**config.mk**
```make
export PLATFORM = sky130hd
export DESIGN_NAME = temac_host_sequencer
export DESIGN_NICKNAME = d
export VERILOG_FILES = /design/src/rtl/temac_host_pkg.sv /design/src/rtl/temac_host_rr_arb.sv /design/src/rtl/temac_host_sequencer.sv
export SDC_FILE = /design/constraint.sdc
export NUM_CORES = 1
export LEC_CHECK = 0
export CAP_MARGIN = 20
export CORE_AREA = 4 4 120 122
export DETAILED_ROUTE_END_ITERATION = 10
export DIE_AREA = 0 0 124 126
export PLACE_DENSITY_LB_ADDON = 0.15
export REMOVE_ABC_BUFFERS = 1
export SLEW_MARGIN = 20
export SYNTH_ARGS = -nofsm -noshare
export SYNTH_HDL_FRONTEND = slang
export SYNTH_HIERARCHICAL = 1
export SYNTH_SLANG_ARGS = --single-unit
```
**constraint.sdc**
```tcl
create_clock -name HOSTCLK -period 2.8 [get_ports HOSTCLK]
set_input_delay 0.56 -clock HOSTCLK [delete_from_list [all_inputs] [get_ports HOSTCLK]]
set_output_delay 0.56 -clock HOSTCLK [all_outputs]
set_load 0.01 [all_outputs]
```
**src/rtl/temac_host_pkg.sv**
```systemverilog
// Shared types and constants for the TEMAC host-interface sequencer.
// Optional MIIM timeout abort is enabled with TEMAC_HOST_TIMEOUT_EN.
package temac_host_pkg;

  typedef enum logic [2:0] {
    IDLE,
    CFG_ISSUE,
    CFG_WAIT,
    MIIM_ISSUE,
    MIIM_SETTLE,
    MIIM_WAIT,
    RESP
  } state_e;

  localparam logic [1:0] OP_WR = 2'b01;
  localparam logic [1:0] OP_RD = 2'b10;

  typedef struct packed {
    logic        miim;
    logic        emac1;
    logic [1:0]  opcode;
    logic [9:0]  addr;
    logic [31:0] wrdata;
  } host_req_t;

  // Only 2'b10 is a read; 2'b00 and 2'b11 are handled as writes.
  function automatic logic is_read(input logic [1:0] op);
    return op == OP_RD;
  endfunction

endpackage

```
**src/rtl/temac_host_rr_arb.sv**
```systemverilog
// Two-way round-robin arbiter: one-hot grant, pointer moves to the
// non-granted requester whenever a grant is taken (advance_i).
module temac_host_rr_arb (
  input  logic       clk_i,
  input  logic       rst_i,
  input  logic [1:0] elig_i,
  input  logic       advance_i,
  output logic [1:0] grant_o
);

  logic ptr_q;
  logic ptr_d;

  always_comb begin
    grant_o = '0;
    ptr_d   = ptr_q;
    if (elig_i == 2'b11) begin
      grant_o = ptr_q ? 2'b10 : 2'b01;
    end else begin
      grant_o = elig_i;
    end
    if (advance_i && (grant_o != 2'b00)) begin
      ptr_d = grant_o[0];
    end
  end

  always_ff @(posedge clk_i) begin
    if (rst_i) begin
      ptr_q <= 1'b0;
    end else begin
      ptr_q <= ptr_d;
    end
  end

endmodule

```
**src/rtl/temac_host_sequencer.sv**
```systemverilog
// Shares the TEMAC HOST* management port between two requesters, one
// transaction at a time. Define TEMAC_HOST_TIMEOUT_EN for MIIM timeout abort.
module temac_host_sequencer
  import temac_host_pkg::*;
#(
  parameter int unsigned RD_LATENCY   = 2,
  parameter int unsigned MIIM_TIMEOUT = 4095
) (
  input  logic        HOSTCLK,
  input  logic        RESET,
  input  logic        REQ0VALID,
  output logic        REQ0READY,
  input  logic        REQ0MIIM,
  input  logic        REQ0EMAC1,
  input  logic [1:0]  REQ0OPCODE,
  input  logic [9:0]  REQ0ADDR,
  input  logic [31:0] REQ0WRDATA,
  output logic        RSP0VALID,
  output logic [31:0] RSP0RDDATA,
  output logic        RSP0ERR,
  input  logic        REQ1VALID,
  output logic        REQ1READY,
  input  logic        REQ1MIIM,
  input  logic        REQ1EMAC1,
  input  logic [1:0]  REQ1OPCODE,
  input  logic [9:0]  REQ1ADDR,
  input  logic [31:0] REQ1WRDATA,
  output logic        RSP1VALID,
  output logic [31:0] RSP1RDDATA,
  output logic        RSP1ERR,
  output logic [1:0]  HOSTOPCODE,
  output logic [9:0]  HOSTADDR,
  output logic [31:0] HOSTWRDATA,
  output logic        HOSTREQ,
  output logic        HOSTMIIMSEL,
  output logic        HOSTEMAC1SEL,
  input  logic [31:0] HOSTRDDATA,
  input  logic        HOSTMIIMRDY
);

  if (RD_LATENCY < 1 || RD_LATENCY > 7) begin : g_bad_rd_latency
    $error("RD_LATENCY must be in 1..7");
  end
  if (MIIM_TIMEOUT == 0 || MIIM_TIMEOUT > 4095) begin : g_bad_miim_timeout
    $error("MIIM_TIMEOUT must be in 1..4095");
  end

  state_e      state_q, state_d;
  host_req_t   req_q;
  host_req_t   req0_s, req1_s, sel_req;
  logic        owner_q;
  logic [2:0]  lat_q, lat_d;
  logic [31:0] rd0_q, rd1_q;
  logic        cap_en;
  logic [31:0] cap_data;
  logic [1:0]  elig;
  logic [1:0]  grant;
  logic        advance;
  logic [1:0]  ready;
  logic [1:0]  rsp_valid;
  logic [1:0]  host_op;
  logic        rd_op;

`ifdef TEMAC_HOST_TIMEOUT_EN
  logic [11:0] tmo_q, tmo_d;
  logic        err_q, err_d;
`endif

  assign req0_s  = {REQ0MIIM, REQ0EMAC1, REQ0OPCODE, REQ0ADDR, REQ0WRDATA};
  assign req1_s  = {REQ1MIIM, REQ1EMAC1, REQ1OPCODE, REQ1ADDR, REQ1WRDATA};
  assign sel_req = grant[1] ? req1_s : req0_s;

  // A busy MIIM engine makes only the MIIM requester ineligible, so a
  // pending config access on the other port still gets through.
  assign elig[0] = (state_q == IDLE) && !RESET && REQ0VALID && (!REQ0MIIM || HOSTMIIMRDY);
  assign elig[1] = (state_q == IDLE) && !RESET && REQ1VALID && (!REQ1MIIM || HOSTMIIMRDY);

  temac_host_rr_arb u_arb (
    .clk_i     (HOSTCLK),
    .rst_i     (RESET),
    .elig_i    (elig),
    .advance_i (advance),
    .grant_o   (grant)
  );

  assign rd_op   = is_read(req_q.opcode);
  assign host_op = rd_op ? OP_RD : OP_WR;

  always_comb begin
    state_d      = state_q;
    lat_d        = lat_q;
    cap_en       = 1'b0;
    cap_data     = '0;
    advance      = 1'b0;
    ready        = '0;
    rsp_valid    = '0;
    HOSTOPCODE   = '0;
    HOSTADDR     = '0;
    HOSTWRDATA   = '0;
    HOSTREQ      = 1'b0;
    HOSTMIIMSEL  = 1'b0;
    HOSTEMAC1SEL = 1'b0;
`ifdef TEMAC_HOST_TIMEOUT_EN
    tmo_d        = tmo_q;
    err_d        = 1'b0;
`endif
    case (state_q)
      IDLE: begin
        if (grant != 2'b00) begin
          advance = 1'b1;
          ready   = grant;
          state_d = sel_req.miim ? MIIM_ISSUE : CFG_ISSUE;
        end
      end
      CFG_ISSUE: begin
        HOSTOPCODE   = host_op;
        HOSTADDR     = req_q.addr;
        HOSTWRDATA   = req_q.wrdata;
        HOSTEMAC1SEL = req_q.emac1;
        if (rd_op) begin
          lat_d   = 3'(RD_LATENCY - 1);
          state_d = CFG_WAIT;
        end else begin
          state_d = RESP;
        end
      end
      CFG_WAIT: begin
        HOSTOPCODE   = host_op;
        HOSTADDR     = req_q.addr;
        HOSTEMAC1SEL = req_q.emac1;
        if (lat_q == 3'd0) begin
          cap_en   = 1'b1;
          cap_data = HOSTRDDATA;
          state_d  = RESP;
        end else begin
          lat_d = lat_q - 3'd1;
        end
      end
      MIIM_ISSUE: begin
        HOSTREQ      = 1'b1;
        HOSTMIIMSEL  = 1'b1;
        HOSTOPCODE   = host_op;
        HOSTADDR     = req_q.addr;
        HOSTWRDATA   = {16'h0000, req_q.wrdata[15:0]};
        HOSTEMAC1SEL = req_q.emac1;
`ifdef TEMAC_HOST_TIMEOUT_EN
        tmo_d        = 12'(MIIM_TIMEOUT);
`endif
        state_d      = MIIM_SETTLE;
      end
      MIIM_SETTLE: begin
`ifdef TEMAC_HOST_TIMEOUT_EN
        tmo_d   = tmo_q - 12'd1;
`endif
        state_d = MIIM_WAIT;
      end
      MIIM_WAIT: begin
        if (HOSTMIIMRDY) begin
          cap_en   = rd_op;
          cap_data = {16'h0000, HOSTRDDATA[15:0]};
          state_d  = RESP;
`ifdef TEMAC_HOST_TIMEOUT_EN
        end else if (tmo_q == 12'd0) begin
          cap_en   = 1'b1;
          err_d    = 1'b1;
          state_d  = RESP;
        end else begin
          tmo_d = tmo_q - 12'd1;
`endif
        end
      end
      RESP: begin
        rsp_valid[owner_q] = 1'b1;
        state_d            = IDLE;
      end
      default: state_d = IDLE;
    endcase
  end

  always_ff @(posedge HOSTCLK) begin
    if (RESET) begin
      state_q <= IDLE;
      req_q   <= '0;
      owner_q <= 1'b0;
      lat_q   <= '0;
      rd0_q   <= '0;
      rd1_q   <= '0;
`ifdef TEMAC_HOST_TIMEOUT_EN
      tmo_q   <= '0;
      err_q   <= 1'b0;
`endif
    end else begin
      state_q <= state_d;
      lat_q   <= lat_d;
      if (advance) begin
        req_q   <= sel_req;
        owner_q <= grant[1];
      end
      if (cap_en) begin
        if (owner_q) begin
          rd1_q <= cap_data;
        end else begin
          rd0_q <= cap_data;
        end
      end
`ifdef TEMAC_HOST_TIMEOUT_EN
      tmo_q   <= tmo_d;
      err_q   <= err_d;
`endif
    end
  end

  assign REQ0READY  = ready[0];
  assign REQ1READY  = ready[1];
  assign RSP0VALID  = rsp_valid[0];
  assign RSP1VALID  = rsp_valid[1];
  assign RSP0RDDATA = rd0_q;
  assign RSP1RDDATA = rd1_q;
`ifdef TEMAC_HOST_TIMEOUT_EN
  assign RSP0ERR    = rsp_valid[0] & err_q;
  assign RSP1ERR    = rsp_valid[1] & err_q;
`else
  assign RSP0ERR    = 1'b0;
  assign RSP1ERR    = 1'b0;
`endif

endmodule

```
# Yosys cells after proc, flatten, opt, wreduce, memory -nomap -nowiden
# Index checks and enable logic that the tools add are counted.
[totals] reg_bits=117 output_inout_bits=117 input_bits=129 word_cells=79
[classes] n_eq_ne=13 bitwise_logic=1 mux=31 add_sub_neg=1 reduce_logical=21 n_lt_le_gt_ge=2
[ops] operator="32-bit one-hot mux with 2 select lines" n=2
[ops] operator="46-bit 2-to-1 mux" n=1
[ops] operator="32-bit 2-to-1 mux" n=1
[ops] operator="3-bit 2-to-1 mux" n=6
[ops] operator="3-bit one-hot mux with 6 select lines" n=1
[ops] operator="16-bit 2-to-1 mux" n=1
[ops] operator="2-bit 2-to-1 mux" n=8
[ops] operator="10-bit 2-to-1 mux" n=1
[ops] operator="3-bit equality test, second input constant" n=3
[ops] operator="2-bit inequality test, second input constant" n=4
[ops] operator="1-bit logical AND" n=7
[ops] operator="1-bit 2-to-1 mux" n=7
[ops] operator="3-bit by 2-bit equality test with 1-bit output, second input constant" n=2
[ops] operator="3-bit zero test" n=2
[ops] operator="3-bit one-hot mux with 2 select lines" n=1
[ops] operator="3-bit AND reduction" n=2
[ops] operator="2-bit equality test, second input constant" n=2
[ops] operator="2-bit AND reduction" n=2
[ops] operator="2-bit nonzero test" n=2
[ops] operator="3-bit by 1-bit equality test with 1-bit output, second input constant" n=1
[ops] operator="1-bit zero test" n=3
[ops] operator="3-bit OR reduction" n=1
[ops] operator="3-bit by 1-bit subtractor with 3-bit output, second input constant" n=1
[ops] operator="1-bit logical OR" n=2
[ops] operator="6 further kinds" n=6

# Longest topological paths before layout
# Gate-level depths: netlist of the first run.
[depth] word_depth=10 ltp_mapped=12

# By module
# Netlist of the first run, hierarchy kept.
[modules_own_cells] module="temac_host_sequencer" area_each_um2=5474.0 cells_per_inst=575 seq_area_each_um2=2322.2 n_inst=1
[modules_own_cells] module="temac_host_rr_arb" area_each_um2=65.1 cells_per_inst=7 seq_area_each_um2=20.0 n_inst=1

# Worst setup path before layout of the first run
# Ideal clock, no wire load.
[synth_timing] path_type="flip-flop to flip-flop" startpoint="register state_q[1]" endpoint="register u_arb.ptr_q" synth_period_minus_slack_ps=2510 setup_ps=66 t_required_ps=2734 arrival_ps=2444 slack_ps=290 path_stages_with_launch=13 path_cell_list="dfxtp_1 > buf_4 > clkbuf_1 > or3_1 > nor3_1 > a21boi_0 > buf_2 > or2_1 > and2_1 > buf_2 > buf_2 > a21bo_1 > a21oi_2"
[synth_via] elab_chain_cells=10 elab_cells_between_ends=12 classes_between="eq/ne (1); mux (3); reduce/logical (8)"
[synth_lines] item="start: declaration" line_no="temac_host_sequencer.sv:48" rtl="state_e state_q, state_d;"
[synth_lines] item="start signal: assignment" line_no="temac_host_sequencer.sv:193" rtl="state_q <= state_d;"
[synth_lines] item="3-bit zero test" line_no="temac_host_sequencer.sv:75" rtl="assign elig[0] = (state_q == IDLE) && !RESET && REQ0VALID && (!REQ0MIIM || HOSTMIIMRDY);"
[synth_lines] item="1-bit logical AND (3 in a row)" line_no="temac_host_sequencer.sv:75"
[synth_lines] item="named net elig[0]" line_no="temac_host_sequencer.sv:56" rtl="logic [1:0] elig;"
[synth_lines] item="2-bit equality test" line_no="temac_host_rr_arb.sv:17" rtl="if (elig_i == 2'b11) begin"
[synth_lines] item="2-bit 2-to-1 mux" line_no="temac_host_rr_arb.sv:17"
[synth_lines] item="named net grant[1]" line_no="temac_host_sequencer.sv:57" rtl="logic [1:0] grant;"
[synth_lines] item="2-bit nonzero test" line_no="temac_host_sequencer.sv:109" rtl="if (grant != 2'b00) begin"
[synth_lines] item="1-bit 2-to-1 mux" line_no="temac_host_sequencer.sv:109"
[synth_lines] item="1-bit 2-to-1 mux" line_no="temac_host_sequencer.sv:107" rtl="case (state_q)"
[synth_lines] item="named net advance" line_no="temac_host_sequencer.sv:58" rtl="logic advance;"
[synth_lines] item="1-bit logical AND" line_no="temac_host_rr_arb.sv:22" rtl="if (advance_i && (grant_o != 2'b00)) begin"
[synth_lines] item="end signal: assignment" line_no="temac_host_rr_arb.sv:31" rtl="ptr_q <= ptr_d;"
[synth_lines] item="end: declaration" line_no="temac_host_rr_arb.sv:11" rtl="logic ptr_q;"
# The timed path passes the listed nets, and every way through them passes these cells.
# A chain may end at the register's enable or synchronous reset.

# Worst setup path after layout of the first run
[layout_timing] startpoint="input HOSTMIIMRDY" endpoint="output REQ1READY"
[layout_via] elab_chain_cells=7 elab_cells_between_ends=9 classes_between="eq/ne (1); mux (3); reduce/logical (5)"
[layout_lines] item="start: declaration" line_no="temac_host_sequencer.sv:38" rtl="input logic HOSTMIIMRDY"
[layout_lines] item="1-bit logical OR *" line_no="temac_host_sequencer.sv:76" rtl="assign elig[1] = (state_q == IDLE) && !RESET && REQ1VALID && (!REQ1MIIM || HOSTMIIMRDY);"
[layout_lines] item="1-bit logical AND *" line_no="temac_host_sequencer.sv:76"
[layout_lines] item="named net elig[1]" line_no="temac_host_sequencer.sv:56"
[layout_lines] item="2-bit equality test" line_no="temac_host_rr_arb.sv:17"
[layout_lines] item="2-bit 2-to-1 mux *" line_no="temac_host_rr_arb.sv:17"
[layout_lines] item="named net grant[1]" line_no="temac_host_sequencer.sv:57"
[layout_lines] item="2-bit nonzero test" line_no="temac_host_sequencer.sv:109"
[layout_lines] item="2-bit 2-to-1 mux *" line_no="temac_host_sequencer.sv:109"
[layout_lines] item="2-bit 2-to-1 mux *" line_no="temac_host_sequencer.sv:107"
[layout_lines] item="end: declaration" line_no="temac_host_sequencer.sv:22" rtl="output logic REQ1READY,"
# Mark *: on every way through the listed nets, which the timed path passes. The rest lies on a longest branch.

==> impl_metrics.csv, run 1 <==
group,metric,value,unit
outcome,run_status,"finished clean",
power,irDropWorstVdd,0.000539,V
timing,worst_hold_slack,458,ps
drt,vias,5280,
clock_tree,h-tree-depth,4,
logic_synthesis,netlist.top_cell.by_area,"sky130_fd_sc_hd__dfxtp_1",
logic_synthesis,yosys.area_share.simple,0.162,
timing,layout_min_cycle_time,2690,ps
logic_synthesis,synth_enable_flop_cells,0,
final_layout,area_delta_synth_final,58.1,%
logic_synthesis,synthesis.area_per_instance,9.52,µm²
placement,place.port_buffers,243,
timing,timing.fmax,0.372,GHz
floorplan,floorplan.die_area,15600,µm²
logic_synthesis,synth-adder-area-share,0.00452,
worst_setup_path,slowest_stage,"sky130_fd_sc_hd__clkdlybuf4s50_1",
flow_run,max_cap_viol_count,0,
timing,tightestPinTransition,524,ps
worst_setup_path,path_max_fanout,3,
grt,grt_first_pass_wirelength,25.8,mm
logic_synthesis,async_reset_ff_frac,0,
timing,unrepaired_setup_endpoints_after_global_routing,"no",
final_layout,antennaDiodeCount,0,
logic_synthesis,yosys_register_bits,117,
logic_synthesis,synth_seq_area_share,0.423,
drt,route.detailed.wl_per_inst,16.7,µm
logic_synthesis,largest_family_of_logic_cells_by_synthesized_area,"compound AO/OA/AOI/OAI gates",
worst_setup_path,worst_ep_arrival_time,2130,ps
drt,initialDrtViolationCount,329,
drt,detail_route.first_pass.iterations,4,
timing,clock-skew-final,11.3,ps
floorplan,placement_rows,42,
drt,post-route-drc-count,0,
clock_tree,tritoncts,"yes",
power,netSwitchingPower,2.35,mW
placement,post-place-ws,-234,ps
placement,place.detailed.hpwl,12.2,mm
timing,relSlewSlack,0.650,
timing,final_hold_viol_count,0,
grt,number_of_global_route_vias_before_repair,5253,
logic_synthesis,netlist.area_leader.share,0.423,
clock_tree,max-clock-path-buffers,2,
worst_setup_path,worstSetupStartpointType,"input port",
worst_setup_path,timing.critical_path.slowest_cell_delay,490,ps
timing,drv_slew,0,
worst_setup_path,crit_required,2240,ps
drt,drt_wl_total,16.6,mm
power,p_int,4.46,mW
logic_synthesis,synth_area_leaders,"sky130_fd_sc_hd__dfxtp_1 (42%), sky130_fd_sc_hd__mux2i_1 (14%), sky130_fd_sc_hd__a211oi_1 (6.5%)",
power,power.share.clock,0.299,
floorplan,initial_core_util,0.420,
logic_synthesis,post_synth_xor_area_fraction,0,
grt,global_route_congestion_overflow_total,0,
logic_synthesis,synth.cells.most_frequent,"sky130_fd_sc_hd__dfxtp_1 (117), sky130_fd_sc_hd__mux2i_1 (77), sky130_fd_sc_hd__a21oi_1 (50)",
grt,grt_start_max_net_pins,83,
final_layout,post-route-cell-area,8760,µm²
power,comb_power_share,0.380,
logic_synthesis,yosys_warnings,6,
power,finalPower,6.82,mW
floorplan,fp.dieH,126,µm
drt,drt-vias-per-instance,5.29,
drt,antenna_left,0,
final_layout,final_layout_size_suffix_gt1_frac,0.0900,
grt,number_of_antenna_violations_at_the_first_check_in_global_routing,0,
floorplan,top_level_ports,246,
logic_synthesis,syn_area,5540,µm²
worst_setup_path,timing.critical_path.cells,"clkdlybuf4s50_1, o21ai_0, nor3_4, a21boi_4, and2_1, dlygate4sd2_1",
final_layout,num-nets-final,940,
grt,global_route.usage.total,0.208,
power,share_seq_of_total_power,0.321,
timing,layout_worst_path_cycle_share,0.959,
logic_synthesis,post_synth_mux_area_share,0.139,
placement,placement.cell_area,8180,µm²
logic_synthesis,syn-instance-count,582,
power,netSwitchingFraction,0.345,
timing,finalWorstSetupSlack,114,ps
clock_tree,cts-buffers-inserted,17,
timing,timing.final.setup_violations,0,
logic_synthesis,dominantRegCellSynth,"sky130_fd_sc_hd__dfxtp_1",
worst_setup_path,timing.critical_path.to_type,"output pin",
timing,tns,0,ps
floorplan,dieWidth,124,µm
logic_synthesis,synth_most_common_cell,"sky130_fd_sc_hd__dfxtp_1",
floorplan,core_area,13200,µm²
worst_hold_path,min-delay-path-class,"reg -> reg",
logic_synthesis,synth.lib_cells_used.distinct,48,
power,power-per-cell-area,779,nW/µm²
worst_setup_path,critical_setup_path_kind,"in -> out",
clock_tree,cts_root_buf,"sky130_fd_sc_hd__clkbuf_16",
clock_tree,post_cts_setup_buffers,0,
clock_tree,cts_sinks,117,
power,power.static_leakage,3.33,nW
clock_tree,worst_path_clk_slew,60,ps
clock_tree,hold_fix_buffers_cts,0,
clock_tree,clock_latency,410,ps
logic_synthesis,synth_compound_gate_area_share,0.206,
placement,gp_congestion,0.736,
power groups by stage:
| stage | registers [mW] | logic (mW) | clock network (mW) |
|---|---|---|---|
| floorplan | 2.27 | 1.37 | 0 |
| global placement | 2.20 | 2.54 | 0 |
| detailed placement | 2.22 | 2.59 | 0 |
| CTS | 2.19 | 2.61 | 2.08 |
| global route | 2.23 | 2.83 | 2.15 |
| finish | 2.19 | 2.59 | 2.04 |
final timing paths:
path | start | slack, ps | cells past startpoint | end
worst min register to register | RSP0RDDATA[5] | 460 | 2 | RSP0RDDATA[5]
worst max-delay path | HOSTMIIMRDY | 110 | 6 | REQ1READY
worst max register to register | state_q[1] | 400 | 8 | req_q[25]
worst min-delay path | RSP0RDDATA[5] | 460 | 2 | RSP0RDDATA[5]
worst max-delay path: cells and delay by family:
| family | cells | cell delay [ps] |
|---|---|---|
| compound gates | 2 | 360 |
| simple gates | 2 | 380 |
| buf+inv | 2 | 820 |
per-layer routing:
| metal | global-route usage | wire length (µm) |
|---|---|---|
| met4 | 0.0496 | 167 |
| met2 | 0.353 | 8210 |
| met5 | 0 | 0 |
| met1 | 0.247 | 6690 |
| met3 | 0.0785 | 1560 |
registers in the layout, summed over array words and instances (netlist names):
name	count
req_q	45
RSP0RDDATA	32
RSP1RDDATA	32
lat_q	3
state_q	3
owner_q	1
u_arb/ptr_q	1
layout by cell type, fill, tap and decap left out, types with 2 or more instances in the layout:
cell type,synthesis,layout
sky130_fd_sc_hd__dlygate4sd2_1,0,2
sky130_fd_sc_hd__a21oi_1,50,50
sky130_fd_sc_hd__o21ai_0,2,2
sky130_fd_sc_hd__clkdlybuf4s50_1,0,240
sky130_fd_sc_hd__o211ai_1,9,9
sky130_fd_sc_hd__inv_6,0,2
sky130_fd_sc_hd__conb_1,1,2
sky130_fd_sc_hd__buf_12,0,5
sky130_fd_sc_hd__a211oi_1,48,48
sky130_fd_sc_hd__nand2b_1,3,3
sky130_fd_sc_hd__nor2_1,4,4
sky130_fd_sc_hd__a221oi_1,2,2
sky130_fd_sc_hd__mux2i_1,77,77
sky130_fd_sc_hd__clkbuf_16,0,17
sky130_fd_sc_hd__nand3b_1,5,5
sky130_fd_sc_hd__nor3_1,5,4
sky130_fd_sc_hd__buf_4,11,23
sky130_fd_sc_hd__nor3_4,0,2
sky130_fd_sc_hd__ha_1,2,2
sky130_fd_sc_hd__o32ai_1,2,2
sky130_fd_sc_hd__and3_1,28,28
sky130_fd_sc_hd__inv_1,9,9
sky130_fd_sc_hd__nand2_1,42,42
sky130_fd_sc_hd__nor2b_1,6,6
sky130_fd_sc_hd__dfxtp_1,117,117
sky130_fd_sc_hd__clkinv_2,0,3
sky130_fd_sc_hd__clkinv_4,0,4
sky130_fd_sc_hd__clkinvlp_4,0,4
sky130_fd_sc_hd__and2_1,47,46
sky130_fd_sc_hd__and3b_1,3,3
sky130_fd_sc_hd__a32o_1,30,30
sky130_fd_sc_hd__and4b_1,2,2
sky130_fd_sc_hd__o21a_1,2,2
area by class of cell:
class                   count  area (µm²)
clock inverters            14         128
flip-flops and latches    117        2340
well taps                 176         220
repair buffers            271        2700
clock buffers              18         439
fillers                  1074        4430
inverters                  10        37.5
multi-input cells         392        2890
through the flow:
step / std cells / utilization
2_1_floorplan: 519 / -
3_3_place_gp: 966 / 0.620
3_5_place_dp: 966 / 0.620
4_1_cts: 998 / 0.664
5_1_grt: 998 / 0.664
6_report: 998 / 0.664
cell families (layout without fill, tap and decap cells):
logic type,count (synthesis),in the layout
DFF,117,117
buffers and inverters,74,313
muxes,77,77
AOI/OAI and AO/OA,156,156
other,1,2
and+or+nand+nor,155,155
adders and majority gates,2,2
what timing repair did:
| item | 4_1_cts | 5_1_grt |
|---|---|---|
| gates cloned | 0 | 0 |
| gates resized for setup | 5 | 1 |
| setup endpoints to repair | 2 | 1 |
| pin swaps | 0 | 0 |
(Power assumes the default switching activity.)
==> run 2, diff against run 1 <==
CAP_MARGIN = not set   (was 20)
==> results of run 2 <==
The final DEF is identical to that of run 1; final timing and power are the same.
==> RTL edit 1: new RTL, settings of run 1 <==
Add a define of `TEMAC_HOST_TIMEOUT_EN`.
--- a/src/rtl/temac_host_sequencer.sv
+++ b/src/rtl/temac_host_sequencer.sv
@@ -1,5 +1,7 @@
 // Shares the TEMAC HOST* management port between two requesters, one
 // transaction at a time. Define TEMAC_HOST_TIMEOUT_EN for MIIM timeout abort.
+`define TEMAC_HOST_TIMEOUT_EN
+
 module temac_host_sequencer
   import temac_host_pkg::*;
 #(
Check against the original RTL: same outputs for any inputs over 4 cycles, from zero or initial values and one cycle with RESET high; that may be too few to reach the edited logic, so the function may still have changed.
==> RTL edit 1 against run 1 <==
- worst setup slack got worse by 0.0062 ns
- wire length up 11%
- synthesized area is 7.0% higher
- maximum frequency shrank 0.23%
- sequential cell count up 13
- final area is 6.2% higher
- clock skew down 0.0045 ns
- register-to-register slack lost 0.08 ns
- power up 16%
==> RTL edit 1: results (changes against run 1) <==
POWER AND IR DROP
-----------------------------------------------------------------------------------------------------------------
Switching share of power                                                                                    35.5%   +1.0 points
Leakage Power                                                                                             3.28 nW   -1.6%

LOGIC SYNTHESIS
-----------------------------------------------------------------------------------------------------------------
Mux share of post-synthesis cell area                                                                       7.60%   -6.3 points
Arithmetic-cell share of the synthesized area counting full adders, half adders and majority gates         0.845%   +0.39 points
List of most frequent post-synthesis cells                                                           dfxtp_1 (130), nor2_1 (97), and2_1 (51)
Largest cells by area after synthesis                                                                dfxtp_1 (44%), mux2i_1 (7.6%), a211oi_1 (6.2%)
Xor and xnor area share after synthesis                                                                    0.591%   +0.59 points
Distinct cell type count of the synthesized netlist                                                            63   +31%
Area fraction in compound gates after synthesis                                                             20.2%   -0.39 points
Sequential share of the synthesized area                                                                    43.9%   +1.6 points

PLACED DESIGN
-----------------------------------------------------------------------------------------------------------------
Final weighted congestion in routability-driven placement                                                   0.822   +12%
Placement-stage worst setup slack                                                                       -0.500 ns   -0.266 ns
Cell area after placement                                                                            0.00864 sq mm   +5.6%
Port bufs                                                                                                     245   +0.82%

TIMING
-----------------------------------------------------------------------------------------------------------------
Final hold slack                                                                                         0.455 ns   -0.00315 ns
Slew of the pin with the lowest slew margin                                                              0.800 ns   +0.276 ns
Worst Clk Skew                                                                                         0.00681 ns   -0.00452 ns
Maximum clock frequency                                                                                   372 MHz   -0.23%

LAYOUT
-----------------------------------------------------------------------------------------------------------------
Register with the most flip-flops                                                                           req_q
Number of nets in the finished design                                                                        1043   +11%
Fillcell total                                                                                                990   -7.8%
Layout cells sized above 1                                                                                  10.6%   +1.6 points

GRT
-----------------------------------------------------------------------------------------------------------------
Pin count of the biggest net entering global routing                                                           77   -7.2%
Global-route wire length before repair                                                                    29.4 mm   +14%
Vias in the first global route                                                                               6058   +15%
Global-route usage over all layers                                                                          23.8%   +3.0 points

MIN PATH
-----------------------------------------------------------------------------------------------------------------
Hold endpoint                                                                                        RSP0RDDATA[14]
Hold Crit Start                                                                                      RSP0RDDATA[14]

CLOCK TREE
-----------------------------------------------------------------------------------------------------------------
Post-CTS setup buffers                                                                                          1   +1
Number of buffers between clock root and the deepest sink                                                       2   unchanged
Clk pin slew, worst setup/hold paths                                                                      0.06 ns   about the same
Resize count post-CTS                                                                                          11   +6

ROUTING
-----------------------------------------------------------------------------------------------------------------
Vias per cell                                                                                                5.37   +1.5%
Number of DRC markers after the initial detailed-route iteration                                              303   -7.9%
Detailed Routing Iterations Pass 1                                                                              5   +1
Average detailed-routed wire length per instance                                                          16.8 um   +0.62%

CRITICAL PATH
-----------------------------------------------------------------------------------------------------------------
Setup crit end                                                                                          REQ0READY
Setup slack, reg-to-reg                                                                                   0.32 ns   -0.08 ns
Cells on worst reg2reg path                                                                                    12   +4
Worst Setup SP                                                                                         state_q[1]
Critical Path Start Type                                                                                 register
Reg2Reg Capture Point                                                                                   req_q[31]

OUTCOME
-----------------------------------------------------------------------------------------------------------------
Status                                                                                                  completed

-- RTL edit 1: cell types whose count changed after synthesis, sizes merged, moves of 7 or more --
cell and delta:
nor2 +94, mux2i -32, nand3 +32, a22oi +31, a32o -30, and3 -26, buf -15, dfxtp +13
a311oi +8, o211ai -7
-- RTL edit 1: power groups by stage --
stage / Combinational (mW) / Clock (mW) / Sequential (mW)
global route: 3.45 / 2.37 / 2.57
finish: 3.14 / 2.25 / 2.52
detailed placement: 3.10 / 0 / 2.55
floorplan: 1.90 / 0 / 2.56
global placement: 2.98 / 0 / 2.52
CTS: 3.13 / 2.28 / 2.51
-- RTL edit 1: through the flow --
step           std cells  total power, mW  utilization (%)  setup TNS, ns
2_1_floorplan        616             4.46                -        -304.06
3_3_place_gp        1064             5.50             65.5          -1.50
3_5_place_dp        1064             5.64             65.5          -9.36
4_1_cts             1097             7.93             70.3              0
5_1_grt             1099             8.39             70.5              0
6_report            1099             7.91             70.5              0
-- RTL edit 1: layer usage --
layer | GRT usage (%) | share of wire, % | vias up
met5 | 0 | 0 | -
met4 | 12.6 | 3.8 | 0
met3 | 8.65 | 8.9 | 55
met2 | 40.2 | 49 | 252
met1 | 25.7 | 38 | 2718
li1 | - | - | 2877
-- RTL edit 1: layout make-up --
type / instances / area (sq um) / share of cell area, %
clock buffers: 19 / 443 / 4.76
well taps: 176 / 220 / 2.37
inverters: 12 / 45.0 / 0.484
multi-input cells: 474 / 3120 / 33.6
clock inverters: 13 / 160 / 1.72
repair buffers: 275 / 2710 / 29.1
flip-flops and latches: 130 / 2600 / 28.0
-- RTL edit 1: worst max-delay path: stages, from the launching register on --
cell           delay (ns)
dfxtp_1              0.31
or3_4                0.44
a2111oi_4            0.25
a21boi_2             0.26
nand2_1              0.11
inv_1                0.08
dlygate4sd2_1        0.27
==> RTL edit 2: new RTL, settings of run 1 <==
Made on the original files. The 7 states of `state_e` get a one-hot encoding in 7 bits.
--- a/src/rtl/temac_host_pkg.sv
+++ b/src/rtl/temac_host_pkg.sv
@@ -2,14 +2,14 @@
 // Optional MIIM timeout abort is enabled with TEMAC_HOST_TIMEOUT_EN.
 package temac_host_pkg;
 
-  typedef enum logic [2:0] {
-    IDLE,
-    CFG_ISSUE,
-    CFG_WAIT,
-    MIIM_ISSUE,
-    MIIM_SETTLE,
-    MIIM_WAIT,
-    RESP
+  typedef enum logic [6:0] {
+    IDLE        = 7'b0000001,
+    CFG_ISSUE   = 7'b0000010,
+    CFG_WAIT    = 7'b0000100,
+    MIIM_ISSUE  = 7'b0001000,
+    MIIM_SETTLE = 7'b0010000,
+    MIIM_WAIT   = 7'b0100000,
+    RESP        = 7'b1000000
   } state_e;
 
   localparam logic [1:0] OP_WR = 2'b01;
Check against the original RTL: same outputs for any inputs over 10 cycles, from zero or initial values and one cycle with RESET high; not proved beyond that.
==> RTL edit 2 against run 1 <==
- the run now ends with negative setup slack left
- sequential cell count increased by 4
- final area up 10%
- cell count is 7.5% higher
- critical path depth up 1
- synthesized area grew 8.7%
- worst setup slack got worse by 0.16 ns
- wire length increased by 7.2%
- largest cell class unchanged
Power is not compared: it rests on default switching activity, and its combinational part moved more than twofold at a synthesized area within 25%.
==> RTL edit 2: results (changes against run 1) <==
LOGIC SYNTHESIS
-------------------------------------------------------------------------------
List of most frequent post-synthesis cells                         dfxtp_1 (121), mux2i_1 (77), nor2_1 (54)
Sequential share of the synthesized area                                  40.2%   -2.1 points
Avg Synthesized Cell Area                                            9.65 sq um   +1.4%
Distinct cell type count of the synthesized netlist                          47   -2.1%
Largest cells by area after synthesis                              dfxtp_1 (40%), mux2i_1 (13%), a211oi_2 (9.4%)

CRITICAL PATH
-------------------------------------------------------------------------------
CP top delay family                                                simple AND/OR/NAND/NOR gates
Crit path arrival time                                                  2.29 ns   +0.16 ns
Worst stage delay on the critical path                                  0.54 ns   +0.05 ns
Slowest-stage cell, CP                                                    or4_4
Max FO, Critical Path                                                         4   +1

POWER AND IR DROP
-------------------------------------------------------------------------------
Leakage Power                                                           3.74 nW

LAYOUT
-------------------------------------------------------------------------------
Fillcell total                                                             1008   -6.1%
Register with the most flip-flops                                         req_q
Number of flip-flops under the largest register name                         45   unchanged
Number of standard cells in the layout, taps in and fillers out            1073   +7.5%
Layout cells sized above 1                                                17.2%   +8.2 points
Number of nets in the finished design                                      1015   +8.0%

PLACED DESIGN
-------------------------------------------------------------------------------
Final weighted congestion in routability-driven placement                 0.882   +20%
Half-perimeter wire length of the detailed placement result             12.5 mm   +2.5%
Cell area after placement                                          0.00881 sq mm   +7.7%

TIMING
-------------------------------------------------------------------------------
Worst Clk Skew                                                       0.00622 ns   -0.00512 ns
Setup ws final                                                       -0.0459 ns   -0.160 ns
Remaining max-slew budget at the tightest pin                             45.2%   -20 points
Final setup fails                                                             2   +2
Sum of negative setup slack                                          -0.0799 ns   -0.0799 ns

ROUTING
-------------------------------------------------------------------------------
Detailed Routing Iterations Pass 1                                            5   +1
Vias per cell                                                              5.07   -4.3%
Wirelength, routed                                                      17.8 mm   +7.2%
Number of DRC markers after the initial detailed-route iteration            245   -26%

GRT
-------------------------------------------------------------------------------
Vias in the first global route                                             5493   +4.6%
Global-route usage over all layers                                        21.4%   +0.63 points
Pin count of the biggest net entering global routing                         86   +3.6%
Global-route wire length before repair                                  26.6 mm   +3.5%

OUTCOME
-------------------------------------------------------------------------------
Status                                                             finished, violations left
Failing checks                                                     negative setup slack

CLOCK TREE
-------------------------------------------------------------------------------
Clk root buf                                                          clkbuf_16

## RTL edit 2: cell types whose count changed after synthesis, sizes merged, moves of 28 or more
cell | before | now
nand2b | 3 | 52
nor2 | 5 | 54
a21oi | 51 | 6
a32o | 30 | 0
o32ai | 2 | 32
inv | 9 | 37
## RTL edit 2: final timing paths
| kind | from | end | slack [ns] | cells past startpoint |
|---|---|---|---|---|
| worst max-delay path | state_q[2] | REQ0READY | -0.05 | 7 |
| worst min-delay path | RSP0RDDATA[6] | RSP0RDDATA[6] | 0.47 | 2 |
| worst max register to register | state_q[2] | req_q[35] | 0.02 | 13 |
| worst min register to register | RSP0RDDATA[6] | RSP0RDDATA[6] | 0.47 | 2 |
## RTL edit 2: where the power goes
part	leakage [nW]	internal, mW	total (mW)	switching, mW
combinational	2.46	0.610	1.11	0.499
sequential	0.983	1.85	1.91	0.0615
clock	0.296	1.39	2.13	0.740
total	3.74	3.85	5.15	1.30
## RTL edit 2: layout make-up
class                      instances  share of cell area [%]
clock buffer                      23                    5.06
inverter                          37                    1.44
tap                              176                    2.28
clock inverter                     9                   0.987
timing repair buffer             295                    31.3
sequential                       121                    25.1
multi-input combinational        412                    33.8
## RTL edit 2: metal layers
metal / vias to the layer above / global-route usage [%] / part of all wire [%]
met2: 186 / 36.6 / 50
li1: 2684 / - / -
met3: 25 / 7.26 / 8.5
met5: - / 0 / 0
met4: 0 / 8.05 / 1.9
met1: 2540 / 24.4 / 40
## RTL edit 2: kinds of logic (layout without fill, tap and decap cells)
| kind of cell | count (synthesis) | count (layout) | synth area share, % |
|---|---|---|---|
| AO/OA/AOI/OAI | 100 | 101 | 16.9 |
| other | 1 | 2 | 0.0623 |
| buffers and inverters | 93 | 364 | 7.46 |
| XOR/XNOR | 4 | 4 | 0.582 |
| flip-flops | 121 | 121 | 40.2 |
| AND/OR/NAND/NOR | 226 | 226 | 21.5 |
| adder cells (fa/ha/maj) | 2 | 2 | 0.416 |
| multiplexers | 77 | 77 | 12.8 |
## RTL edit 2: repair_timing
action	in CTS	in global routing
resized for setup	61	25
pin swaps	6	5
endpoints found under the setup margin	94	70
cloned	1	5
buffers inserted	2	4
## RTL edit 2: worst reg2reg max path, cell delays in order (launching register included)
cell and delay (ns):
dfxtp_1 0.31, or4_4 0.54, nor4_2 0.21, buf_4 0.16, and3_4 0.21, a21boi_4 0.19
buf_4 0.16, nor2_4 0.04, nor4_4 0.13, buf_4 0.19, buf_12 0.15, buf_4 0.13
clkbuf_16 0.15, a211oi_2 0.07
## RTL edit 2: through the flow
stage	utilization [%]	setup WS (ns)
3_5_place_dp	66.8	-0.215
5_1_grt	73.1	-0.118
4_1_cts	71.4	-0.0808
3_3_place_gp	66.8	-0.237
2_1_floorplan	-	-8.15
6_report	73.1	-0.0459
